**config.mk**
```make
export PLATFORM = sky130hd
export DESIGN_NAME = shift_unit_seq_flat
export DESIGN_NICKNAME = d
export VERILOG_FILES = /design/src/rtl/shift_unit_seq_pkg.sv /design/src/rtl/shift_unit_seq_if.sv /design/src/rtl/shift_unit_seq_step.sv /design/src/rtl/shift_unit_seq.sv /design/src/flat_wrapper.sv
export SDC_FILE = /design/constraint.sdc
export NUM_CORES = 1
export LEC_CHECK = 0
export CAP_MARGIN = 25
export CORE_MARGIN = 1
export CORE_UTILIZATION = 44
export CTS_BUF_LIST = sky130_fd_sc_hd__clkbuf_8
export CTS_CLUSTER_SIZE = 8
export DETAILED_ROUTE_END_ITERATION = 12
export PLACE_DENSITY = 0.7
export SLEW_MARGIN = 20
export SYNTH_ARGS = -nofsm -noshare
export SYNTH_HDL_FRONTEND = slang
export SYNTH_SLANG_ARGS = --single-unit
```
**constraint.sdc**
```tcl
create_clock -name clk -period 2.1 [get_ports clk]
set_clock_uncertainty 0.1 [all_clocks]
set_input_delay 0.42 -clock clk [delete_from_list [all_inputs] [get_ports clk]]
set_output_delay 0.42 -clock clk [all_outputs]
set_load 0.1 [all_outputs]
```
**src/rtl/shift_unit_seq_pkg.sv**
```systemverilog
// Shared types and constants for the sequential shifter: op codes, FSM states,
// default widths and a legality helper for op codes.
package shift_pkg;

   localparam int unsigned DATA_W_DEF = 32;
   localparam int unsigned AMT_W_DEF  = 5;

   localparam logic [2:0] SH_SLL = 3'b000;
   localparam logic [2:0] SH_SRL = 3'b001;
   localparam logic [2:0] SH_SRA = 3'b010;
   localparam logic [2:0] SH_ROR = 3'b011;
   localparam logic [2:0] SH_ROL = 3'b100;

   typedef enum logic [1:0] {
      S_IDLE  = 2'd0,
      S_SHIFT = 2'd1,
      S_DONE  = 2'd2
   } state_t;

   function automatic logic op_legal(input logic [2:0] op);
      return (op <= SH_ROL);
   endfunction

endpackage

```
**src/rtl/shift_unit_seq_if.sv**
```systemverilog
// Start/busy/done handshake plus operand and result bus of the shifter.
interface shift_unit_seq_if #(
   parameter int unsigned DATA_W = 32,
   parameter int unsigned AMT_W  = 5
);
   logic              start;
   logic [2:0]        op;
   logic [DATA_W-1:0] data_in;
   logic [AMT_W-1:0]  shamt;
   logic              busy;
   logic              done;
   logic [DATA_W-1:0] result;

   modport master (output start, op, data_in, shamt, input busy, done, result);
   modport slave  (input start, op, data_in, shamt, output busy, done, result);
endinterface

```
**src/rtl/shift_unit_seq_step.sv**
```systemverilog
// Combinational shift/rotate by a variable amount; the single place where op
// semantics live, used with amt=1 iteratively or full shamt in the fast build.
module shift_step
   import shift_pkg::*;
#(
   parameter int unsigned DATA_W = DATA_W_DEF,
   parameter int unsigned AMT_W  = AMT_W_DEF
) (
   input  logic [2:0]        op,
   input  logic [DATA_W-1:0] acc,
   input  logic [AMT_W-1:0]  amt,
   output logic [DATA_W-1:0] res
);

   logic [2*DATA_W-1:0] dbl_r;
   logic [2*DATA_W-1:0] dbl_l;

   // Rotates come from shifting a doubled copy and taking the relevant half.
   always_comb begin
      dbl_r = {acc, acc} >> amt;
      dbl_l = {acc, acc} << amt;
      case (op)
         SH_SLL:  res = acc << amt;
         SH_SRL:  res = acc >> amt;
         SH_SRA:  res = $unsigned($signed(acc) >>> amt);
         SH_ROR:  res = dbl_r[DATA_W-1:0];
         SH_ROL:  res = dbl_l[2*DATA_W-1:DATA_W];
         default: res = acc;
      endcase
   end

endmodule

```
**src/rtl/shift_unit_seq.sv**
```systemverilog
// Sequential shifter with start/busy/done handshake; result held until the
// next completed op. Define FAST_SHIFT_EN for a single-cycle barrel build.
module shift_unit_seq
   import shift_pkg::*;
#(
   parameter int unsigned DATA_W = DATA_W_DEF,
   parameter int unsigned AMT_W  = AMT_W_DEF
) (
   input logic             clk,
   input logic             reset,
   shift_unit_seq_if.slave bus
);

   state_t            state_q, state_d;
   logic [2:0]        op_q, op_d;
   logic [DATA_W-1:0] acc_q, acc_d;
   logic [AMT_W-1:0]  cnt_q, cnt_d;
   logic [DATA_W-1:0] result_q, result_d;

   logic [2:0]        step_op;
   logic [DATA_W-1:0] step_acc;
   logic [AMT_W-1:0]  step_amt;
   logic [DATA_W-1:0] step_res;

   shift_step #(.DATA_W(DATA_W), .AMT_W(AMT_W)) u_step (
      .op  (step_op),
      .acc (step_acc),
      .amt (step_amt),
      .res (step_res)
   );

   always_comb begin
      state_d  = state_q;
      op_d     = op_q;
      acc_d    = acc_q;
      cnt_d    = cnt_q;
      result_d = result_q;
`ifdef FAST_SHIFT_EN
      step_op  = bus.op;
      step_acc = bus.data_in;
      step_amt = bus.shamt;
`else
      step_op  = op_q;
      step_acc = acc_q;
      step_amt = AMT_W'(1);
`endif
      case (state_q)
         S_IDLE: begin
            if (bus.start) begin
               op_d  = bus.op;
               cnt_d = bus.shamt;
`ifdef FAST_SHIFT_EN
               acc_d    = step_res;
               result_d = step_res;
               state_d  = S_DONE;
`else
               acc_d = bus.data_in;
               if (bus.shamt == '0 || !op_legal(bus.op)) begin
                  result_d = bus.data_in;
                  state_d  = S_DONE;
               end else begin
                  state_d = S_SHIFT;
               end
`endif
            end
         end
`ifndef FAST_SHIFT_EN
         S_SHIFT: begin
            acc_d = step_res;
            cnt_d = cnt_q - AMT_W'(1);
            // Result is published on the same edge as the final step so it is valid with done.
            if (cnt_q == AMT_W'(1)) begin
               result_d = step_res;
               state_d  = S_DONE;
            end
         end
`endif
         S_DONE:  state_d = S_IDLE;
         default: state_d = S_IDLE;
      endcase
   end

   always_ff @(posedge clk or negedge reset) begin
      if (!reset) begin
         state_q  <= S_IDLE;
         op_q     <= '0;
         acc_q    <= '0;
         cnt_q    <= '0;
         result_q <= '0;
      end else begin
         state_q  <= state_d;
         op_q     <= op_d;
         acc_q    <= acc_d;
         cnt_q    <= cnt_d;
         result_q <= result_d;
      end
   end

   assign bus.busy   = (state_q != S_IDLE);
   assign bus.done   = (state_q == S_DONE);
   assign bus.result = result_q;

endmodule

```
**src/flat_wrapper.sv**
```systemverilog
// flat-port wrapper written by rule: the top's interface ports become plain ports
module shift_unit_seq_flat import shift_pkg::*;
#(
   parameter int unsigned DATA_W = DATA_W_DEF,
   parameter int unsigned AMT_W  = AMT_W_DEF
)
  (clk, reset, bus_start, bus_op, bus_data_in, bus_shamt, bus_busy, bus_done, bus_result);
  shift_unit_seq_if #(.DATA_W(DATA_W), .AMT_W(AMT_W)) bus_i ();
  input logic clk;
  input logic reset;
  input wire logic [$bits(bus_i.start)-1:0] bus_start;
  input wire logic [$bits(bus_i.op)-1:0] bus_op;
  input wire logic [$bits(bus_i.data_in)-1:0] bus_data_in;
  input wire logic [$bits(bus_i.shamt)-1:0] bus_shamt;
  output wire logic [$bits(bus_i.busy)-1:0] bus_busy;
  output wire logic [$bits(bus_i.done)-1:0] bus_done;
  output wire logic [$bits(bus_i.result)-1:0] bus_result;
  assign bus_i.start = bus_start;
  assign bus_i.op = bus_op;
  assign bus_i.data_in = bus_data_in;
  assign bus_i.shamt = bus_shamt;
  assign bus_busy = bus_i.busy;
  assign bus_done = bus_i.done;
  assign bus_result = bus_i.result;
  shift_unit_seq #(.DATA_W(DATA_W), .AMT_W(AMT_W)) u_core (.clk(clk), .reset(reset), .bus(bus_i));
endmodule
```
After elaboration in Yosys (flattened, before gate mapping)
Index checks and enable logic that the tools add are counted.
- reduce and logical (&&, ||, !) cells: 11
- $lt $le $gt $ge: 1
- $add $sub $neg: 1
- equal/unequal tests: 10
- mux-type cells: 13
- operator list (operator ; number):
    $pmux W32 S5 ; 1
    $mux W32 ; 4
    $pmux W32 S2 ; 2
    $pmux W5 S2 ; 1
    $eq A3 B2 Y1 const B ; 2
    $mux W2 ; 3
    $reduce_and A2 Y1 ; 3
    $eq A5 B1 Y1 const B ; 1
    $logic_not A5 Y1 ; 1
    $mux W5 ; 1
    $sub A5 B1 Y5 const B ; 1
    $ne A2 B1 Y1 const B ; 2
    $pmux W2 S2 ; 1
    $reduce_and A4 Y1 ; 1
    $reduce_bool A2 Y1 ; 2
    $eq A3 B1 Y1 const B ; 1
    $eq A3 B3 Y1 const B ; 1
    $le A3 B3 Y1 const B ; 1
    $logic_not A3 Y1 ; 1
    $eq A2 B1 Y1 const B ; 1
    $eq A2 B2 Y1 const B ; 1
    $logic_not A2 Y1 ; 1
    $ne A2 B2 Y1 const B ; 1
    $logic_not A1 Y1 ; 1
    $logic_or A1 B1 Y1 ; 1
- output and inout port bits: 34
- word-level logic and storage cells: 41
- register bits after elaboration: 74

Longest topological paths before layout
Gate-level depths: netlist of run 1.
- depth in word-level cells: 6
- mapped depth: 7
- gate-level depth less buffers: 5

Modules after synthesis
From an unflattened synthesis of run 1, not the netlist that was laid out.
- cell total of the unflattened synthesis: 1290
- area total of the unflattened synthesis: 10166.0 sq um
- modules (own cells, without submodules) (module ; area an instance (sq um) ; cells an instance ; seq. area each (sq um) ; instances):
    shift_step ; 6688.9 ; 953 ; 0.0 ; 1
    shift_unit_seq ; 3477.1 ; 337 ; 1851.8 ; 1

Least setup slack after synthesis of run 1
No wires, ideal clock.
- path type: register to output
- start: register u_core.state_q[0]
- end: output port bus_done
- cell stages (with the launch flop): 3
- path slack: -0.348 ns
- arrival: 1.928 ns
- cells stage by stage: dfrtp_1 -> buf_1 -> nor2b_1
- cells in the longest elaborated chain, start to end: 1
- ends and longest elaborated chain (what ; line ; RTL):
    start, declared ; shift_unit_seq.sv:14 ; state_t state_q, state_d;
    start signal, assigned ; shift_unit_seq.sv:91 ; state_q <= state_d;
    $eq A2 B2 Y1 ; shift_unit_seq.sv:100 ; assign bus.done = (state_q == S_DONE);
    end, declared ; flat_wrapper.sv:16 ; output wire logic [$bits(bus_i.done)-1:0] bus_done;
No other way between the ends.

Worst setup path after layout of run 1
- start: input port bus_shamt[3]
- end: register u_core.result_q[26] (netlist: u_core.bus.result[26])
- cells in the longest elaborated chain, start to end: 4
- ends and longest elaborated chain (what ; line ; RTL):
    start, declared ; flat_wrapper.sv:14 ; input wire logic [$bits(bus_i.shamt)-1:0] bus_shamt;
    $logic_not A5 Y1 ; shift_unit_seq.sv:58 ; if (bus.shamt == '0 || !op_legal(bus.op)) begin
    $logic_or A1 B1 Y1 ; shift_unit_seq.sv:58 ;
    $ne A2 B1 Y1 (no line) ; n/a ;
    $reduce_and A4 Y1 (no line) ; n/a ;
    end signal, assigned ; shift_unit_seq.sv:95 ; result_q <= result_d;
    end, declared ; shift_unit_seq.sv:18 ; logic [DATA_W-1:0] result_q, result_d;
No other way between the ends.
A chain may end at the register's enable or synchronous reset.

==> run_results.csv, run 1 <==
group,metric,value,unit
run_status,status,"complete, no violations",
setup_path,cp-end-kind,"register",
clocking,cts_root_buf,"clkbuf_8",
floorplan,num_rows,34,
grt,grt-ovfl-total,0,
synthesis,async_reset_ff_share,100,%
clocking,cts.htree.levels,3,
final_layout,fin_util,57.4,%
final_layout,drive_above_1_share,21.3,%
detailed_routing,dr.first_iter.drc_count,125,
clocking,clkLatencyLatePin,0.35,ns
final_layout,synthToLayoutAreaGrowth,26.6,%
detailed_routing,wl_per_cell,15.0,um
timing,fin_crit_sh,95.9,%
synthesis,yosysTopAreaCell,"dfrtp_1",
detailed_routing,drc_errors,0,
timing,setup_viol,0,
synthesis,synth_edf_count,0,
setup_path,crit_required,2.24,ns
clocking,cts_buffer_depth,2,
timing,fin_crit,2.01,ns
timing,fmax,0.496,GHz
synthesis,postSynthAreaPerCell,9.94,um^2
synthesis,synthesis.nets,443,
detailed_routing,wl_met2,4290,um
floorplan,dieHeight,96.8,um
grt,grt_max_degree,42,
detailed_routing,vias,3141,
final_layout,nets,521,
timing,holdWs,0.389,ns
setup_path,cp_num_buf_inv,3,
setup_path,startpoint_type,"primary input",
timing,max_slew.worst_pin.slew,0.567,ns
setup_path,critPathMaxFanout,16,
setup_path,cp_top_family,"buffers and inverters",
synthesis,synth_flop_cell,"dfrtp_1",
synthesis,synth_warnings,0,
detailed_routing,highest_layer,"met4",
floorplan,initial_utilization,45.4,%
synthesis,synth_top_cell_area_share,46.8,%
grt,grt_use_total,19.8,%
detailed_routing,m1WireLength,4020,um
grt,grt_pass1_vias,3140,
setup_path,crit_chain,"clkdlybuf4s50_1 -> nor4_1 -> buf_4 -> a211oi_2 -> nor3_4 -> buf_12 -> mux2_2",
synthesis,synth_cell_type_count,40,
floorplan,dieWidth,96.8,um
placement,port_buffers,76,
timing,finalMaxSlewViolations,0,
detailed_routing,vias_per_cell,5.34,
final_layout,antenna_cells,0,
setup_path,worstPathArrival,2.16,ns
clocking,clock-sinks,74,
synthesis,synthMostInstantiatedCell,"dfrtp_1",
detailed_routing,drt_first_pass_iters,4,
detailed_routing,wl_met3,374,um
placement,place_congestion,0.811,
worst_hold_path,hold_class,"register to register",
clocking,numCtsBuffers,9,
setup_path,slowest_stage,"clkdlybuf4s50_1",
detailed_routing,drt-total-wl,8820,um
setup_path,slowest_delay,0.42,ns
grt,grt_antenna_before_repair,0,
timing,final-hold-violation-count,0,
clocking,post_cts_buffers,0,
synthesis,syn_area,3960,um^2
synthesis,ys_seq_area_share,46.8,%
clocking,path_clk_slew,0.08,ns
synthesis,syn-instance-count,398,
floorplan,io_pins,77,
synthesis,synth_commonest_cells,"dfrtp_1 (74), o21ai_0 (48), nand2_1 (35)",
floorplan,coreArea,8720,um^2
clocking,cts_tree,"yes",
timing,max_slew_margin,62.2,%
grt,grt_pass1_wl,15100,um
timing,rsz0062_at_grt,"false",
placement,place.detailed.hpwl,6110,um
detailed_routing,ant_nets,0,
setup_path,criticalPathCategory,"primary input to register",
synthesis,ys_seq_elements,74,
synthesis,synthTopCellsByArea,"dfrtp_1 (47%), mux2i_1 (8.1%), mux2_2 (6.3%)",
floorplan,die-area,9370,um^2
job,maxCapViolCount,0,
per-stage QoR:
step,cell area (um^2),setup slack [ns],instances,TNS (ns)
finish,5010,0.0858,588,0
global route,5010,0.0218,588,0
CTS,5010,0.0767,588,0
detailed placement,4850,-0.280,572,-8.09
global placement,4850,-0.272,572,-7.48
floorplan,3960,0.173,398,0
sequential cells by signal, indices dropped and copies added, names as in the netlist:
signal / count
u_core.op_q: 3
u_core.acc_q: 32
u_core.bus.result: 32
u_core.state_q: 2
u_core.cnt_q: 5
cell type report:
cell class / instances / area (um^2)
Sequential cell: 74 / 1850
Tap cell: 108 / 135
Multi-Input combinational cell: 268 / 1880
Clock buffer: 9 / 124
Timing Repair Buffer: 100 / 906
Inverter: 23 / 86.3
Fill cell: 764 / 3710
Clock inverter: 6 / 28.8
placed cells by master, fill, tap and decap left out, types with 2 or more instances in the layout:
| cell type | instances |
|---|---|
| nor3_1 | 16 |
| dfrtp_1 | 73 |
| a21oi_1 | 22 |
| o21ai_0 | 48 |
| clkinv_2 | 2 |
| mux2_1 | 12 |
| buf_12 | 4 |
| nor2_1 | 7 |
| inv_1 | 26 |
| or2_2 | 2 |
| clkbuf_8 | 9 |
| clkdlybuf4s50_1 | 41 |
| buf_4 | 54 |
| a211oi_1 | 31 |
| ha_1 | 2 |
| nor3b_1 | 2 |
| mux2i_1 | 32 |
| o21ai_1 | 2 |
| nor2b_1 | 16 |
| mux2_2 | 22 |
| nand2_1 | 35 |
worst register-to-register path, delay by kind of cell, from the launching register on:
| kind | cells | cell delay, ns |
|---|---|---|
| multiplexers | 1 | 0.31 |
| flip-flops | 1 | 0.38 |
| AND/OR/NAND/NOR | 1 | 0.54 |
| AO/OA/AOI/OAI | 2 | 0.37 |
final timing paths:
path                                        from                     to  slack [ns]  depth (start not counted)
min in group asynchronous                  reset       u_core.acc_q[23]        0.48                          2
max in group asynchronous                  reset      u_core.state_q[0]        0.84                          3
max                                 bus_shamt[3]  u_core.bus.result[26]        0.09                          7
min reg2reg                u_core.bus.result[21]  u_core.bus.result[21]        0.39                          1
min                        u_core.bus.result[21]  u_core.bus.result[21]        0.39                          1
max reg2reg                       u_core.op_q[1]  u_core.bus.result[16]        0.29                          4
kinds of logic after synthesis:
group / after synthesis / synth area share (%)
flops: 74 / 46.8
simple gates: 84 / 10.5
mux: 66 / 17.8
fa+ha+maj: 2 / 0.633
buf+inv: 56 / 6.17
compound gates: 116 / 18.1
metal layers:
| layer | vias to the layer above | GRT usage [%] |
|---|---|---|
| li1 | 1564 | - |
| met3 | 12 | 3.90 |
| met4 | 0 | 7.69 |
| met5 | - | 0 |
| met2 | 73 | 32.2 |
| met1 | 1492 | 26.2 |
what timing repair did:
action                    CTS  global route
hold endpoints to repair   39             0
resized for setup           0             0
hold buffers                1             0
Power of run 1 is left out: the tool's default activity adds up to more than one toggle a clock period on the data nets, which glitch-free logic cannot reach.
==> inputs of run 2 (changes only) <==
--- a/config.mk
+++ b/config.mk
@@ -5,13 +5,15 @@
 export SDC_FILE = /design/constraint.sdc
 export NUM_CORES = 1
 export LEC_CHECK = 0
+export ABC_AREA = 1
 export CAP_MARGIN = 25
 export CORE_MARGIN = 1
-export CORE_UTILIZATION = 44
+export CORE_UTILIZATION = 50
 export CTS_BUF_LIST = sky130_fd_sc_hd__clkbuf_8
 export CTS_CLUSTER_SIZE = 8
 export DETAILED_ROUTE_END_ITERATION = 12
-export PLACE_DENSITY = 0.7
+export MAX_ROUTING_LAYER = met4
+export PLACE_DENSITY = 0.78
 export SLEW_MARGIN = 20
 export SYNTH_ARGS = -nofsm -noshare
 export SYNTH_HDL_FRONTEND = slang
==> run_results.csv, run 2 <==
group,metric,value,unit
timing,setup_tns,0,ns
detailed_routing,dr.first_iter.drc_count,283,
floorplan,num_rows,31,
placement,port_buffers,76,
clocking,clkLatencyLatePin,0.36,ns
synthesis,ys_seq_elements,74,
placement,place.detailed.hpwl,6190,um
timing,setup_viol,0,
timing,max_slew_margin,70.3,%
setup_path,worst_r2r_path_depth,7,
setup_path,r2r_setup_slack,0.33,ns
synthesis,synth_top_family_by_area,"simple AND/OR/NAND/NOR gates",
floorplan,die-area,8170,um^2
final_layout,nets,623,
detailed_routing,wl_per_cell,13.9,um
final_layout,final_cell_mix,"nand2_1 (159), dfrtp_1 (74), nand3_1 (66)",
setup_path,critPathMaxFanout,39,
synthesis,async_reset_ff_share,100,%
worst_hold_path,holdPathEnd,"u_core.bus.result[31]",
floorplan,io_pins,77,
synthesis,synth_edf_count,0,
clocking,path_clk_slew,0.07,ns
grt,grt_use_total,25.2,%
placement,place_congestion,0.819,
clocking,cts_tree,"yes",
timing,fmax,0.564,GHz
final_layout,mostFrequentLayoutCell,"nand2_1",
detailed_routing,vias_per_cell,5.35,
timing,finalMaxSlewViolations,0,
timing,max_slew.worst_pin.slew,0.444,ns
clocking,numCtsBuffers,9,
worst_hold_path,hp-start,"u_core.bus.result[31]",
final_layout,synthToLayoutAreaGrowth,27.1,%
synthesis,muxShareOfSynthArea,0,%
floorplan,coreArea,7410,um^2
synthesis,syn-instance-count,509,
clocking,cts.htree.levels,3,
final_layout,regArea,1850,um^2
worst_hold_path,min_delay_path_depth,2,
grt,grt_max_degree,75,
setup_path,cp-end-kind,"register",
floorplan,dieHeight,90.4,um
clocking,cts_resized,0,
clocking,clock-sinks,74,
timing,rsz0062_at_grt,"false",
synthesis,synth_xor_xnor_area_share,0.224,%
setup_path,rr_startpoint,"u_core.state_q[1]",
synthesis,synthAdderAreaFrac,0.640,%
setup_path,startpoint_type,"register",
run_status,status,"complete, no violations",
setup_path,crit_required,2.23,ns
synthesis,syn_area,3910,um^2
floorplan,dieWidth,90.4,um
timing,fin_crit_sh,84.4,%
synthesis,yosysTopAreaCell,"dfrtp_1",
synthesis,ys_seq_area_share,47.4,%
synthesis,synth_top_cell_area_share,47.4,%
synthesis,synth-simple-area-share,31.9,%
worst_hold_path,hold_class,"register to register",
final_layout,multi_input_area,1830,um^2
synthesis,synth_warnings,0,
detailed_routing,drt_first_pass_iters,5,
synthesis,synthTopCellsByArea,"dfrtp_1 (47%), nand2_1 (15%), nand3_1 (8.5%)",
synthesis,synth_compound_area_share,13.8,%
synthesis,synthMostInstantiatedCell,"nand2_1",
detailed_routing,drt-total-wl,9460,um
grt,grt_antenna_before_repair,0,
setup_path,criticalPathCategory,"register to register",
synthesis,synth_flop_cell,"dfrtp_1",
setup_path,worstPathArrival,1.90,ns
clocking,cts_buffer_depth,2,
grt,grt-ovfl-total,0,
timing,fin_crit,1.77,ns
detailed_routing,vias,3650,
detailed_routing,ant_nets,0,
job,maxCapViolCount,0,
synthesis,postSynthAreaPerCell,7.68,um^2
clocking,cts_root_buf,"clkbuf_8",
synthesis,synth_cell_type_count,27,
floorplan,initial_utilization,52.7,%
synthesis,synthesis.nets,554,
final_layout,n_fill_cell,617,
synthesis,synth_commonest_cells,"nand2_1 (159), dfrtp_1 (74), nand3_1 (66)",
final_layout,drive_above_1_share,15.6,%
setup_path,worst_r2r_endpoint,"u_core.bus.result[27]",
timing,final-hold-violation-count,0,
grt,grt_pass1_wl,16100,um
detailed_routing,drc_errors,0,
final_layout,antenna_cells,0,
grt,grt_pass1_vias,3499,
run 2: cell count changes after synthesis, sizes merged, moves of 16 or more:
cell | previous run | this run
nand3 | 0 | 66
nor2b | 17 | 0
mux2 | 34 | 0
nor3 | 17 | 1
mux2i | 32 | 0
o21ai | 50 | 71
nand2 | 35 | 162
or2 | 2 | 30
a211oi | 32 | 0
run 2: per-layer routing:
layer	track usage (%)	routed length (um)	up-vias	share of wire, %
met5	-	0	-	0
met4	10.6	199	0	2.1
met3	3.45	501	18	5.3
met2	40.3	4560	125	48
met1	32.4	4200	1690	44
li1	-	-	1817	-
run 2: logic make-up (layout without fill, tap and decap cells):
family	after synthesis	in the layout
AOI/OAI and AO/OA	105	105
adders and majority gates	2	2
xor gates and xnor gates	1	1
and+or+nand+nor	280	280
buffers and inverters	47	121
DFF	74	74
run 2: worst max-delay path by stage:
stage          slack [ns]  cells past startpoint         startpoint                    end
2_1_floorplan        0.32                      1  u_core.state_q[0]               bus_done
3_3_place_gp         0.26                      8       bus_shamt[2]  u_core.bus.result[26]
4_1_cts              0.32                      3  u_core.state_q[0]               bus_busy
3_5_place_dp         0.23                      4          bus_start       u_core.acc_q[29]
5_1_grt              0.17                      8  u_core.state_q[1]   u_core.bus.result[1]
6_report             0.33                      7  u_core.state_q[1]  u_core.bus.result[27]
run 2: critical path: stages, from the launching register on:
cell and delay [ns]:
dfrtp_1 0.40, inv_1 0.18, nand2_4 0.12, inv_4 0.29, a21oi_2 0.10, nand2_2 0.13
buf_12 0.19, o21ai_0 0.12
run 2: stage by stage:
step	cells	instance area, um^2	utilization (%)	hold WS (ns)	worst slack [ns]
floorplan	509	3910	-	0.0244	0.318
global placement	665	4690	63.3	0.373	0.260
detailed placement	665	4690	63.3	0.366	0.227
CTS	682	4960	67.0	0.393	0.323
global route	682	4960	67.0	0.416	0.174
finish	682	4960	67.0	0.393	0.327
run 2: layout make-up:
type                            instances  area share, %
Clock buffer                           10           2.77
Sequential cell                        74           37.3
Timing Repair Buffer                   89           16.8
Clock inverter                          6           2.60
Tap cell                               99           2.49
Inverter                               16           1.26
Multi-Input combinational cell        388           36.8
run 2: repair_timing:
item | CTS | global route
buffers inserted | 0 | 0
hold endpoints to repair | 3 | 0
hold buffers | 1 | 0
Power of run 2 is left out for the same reason.
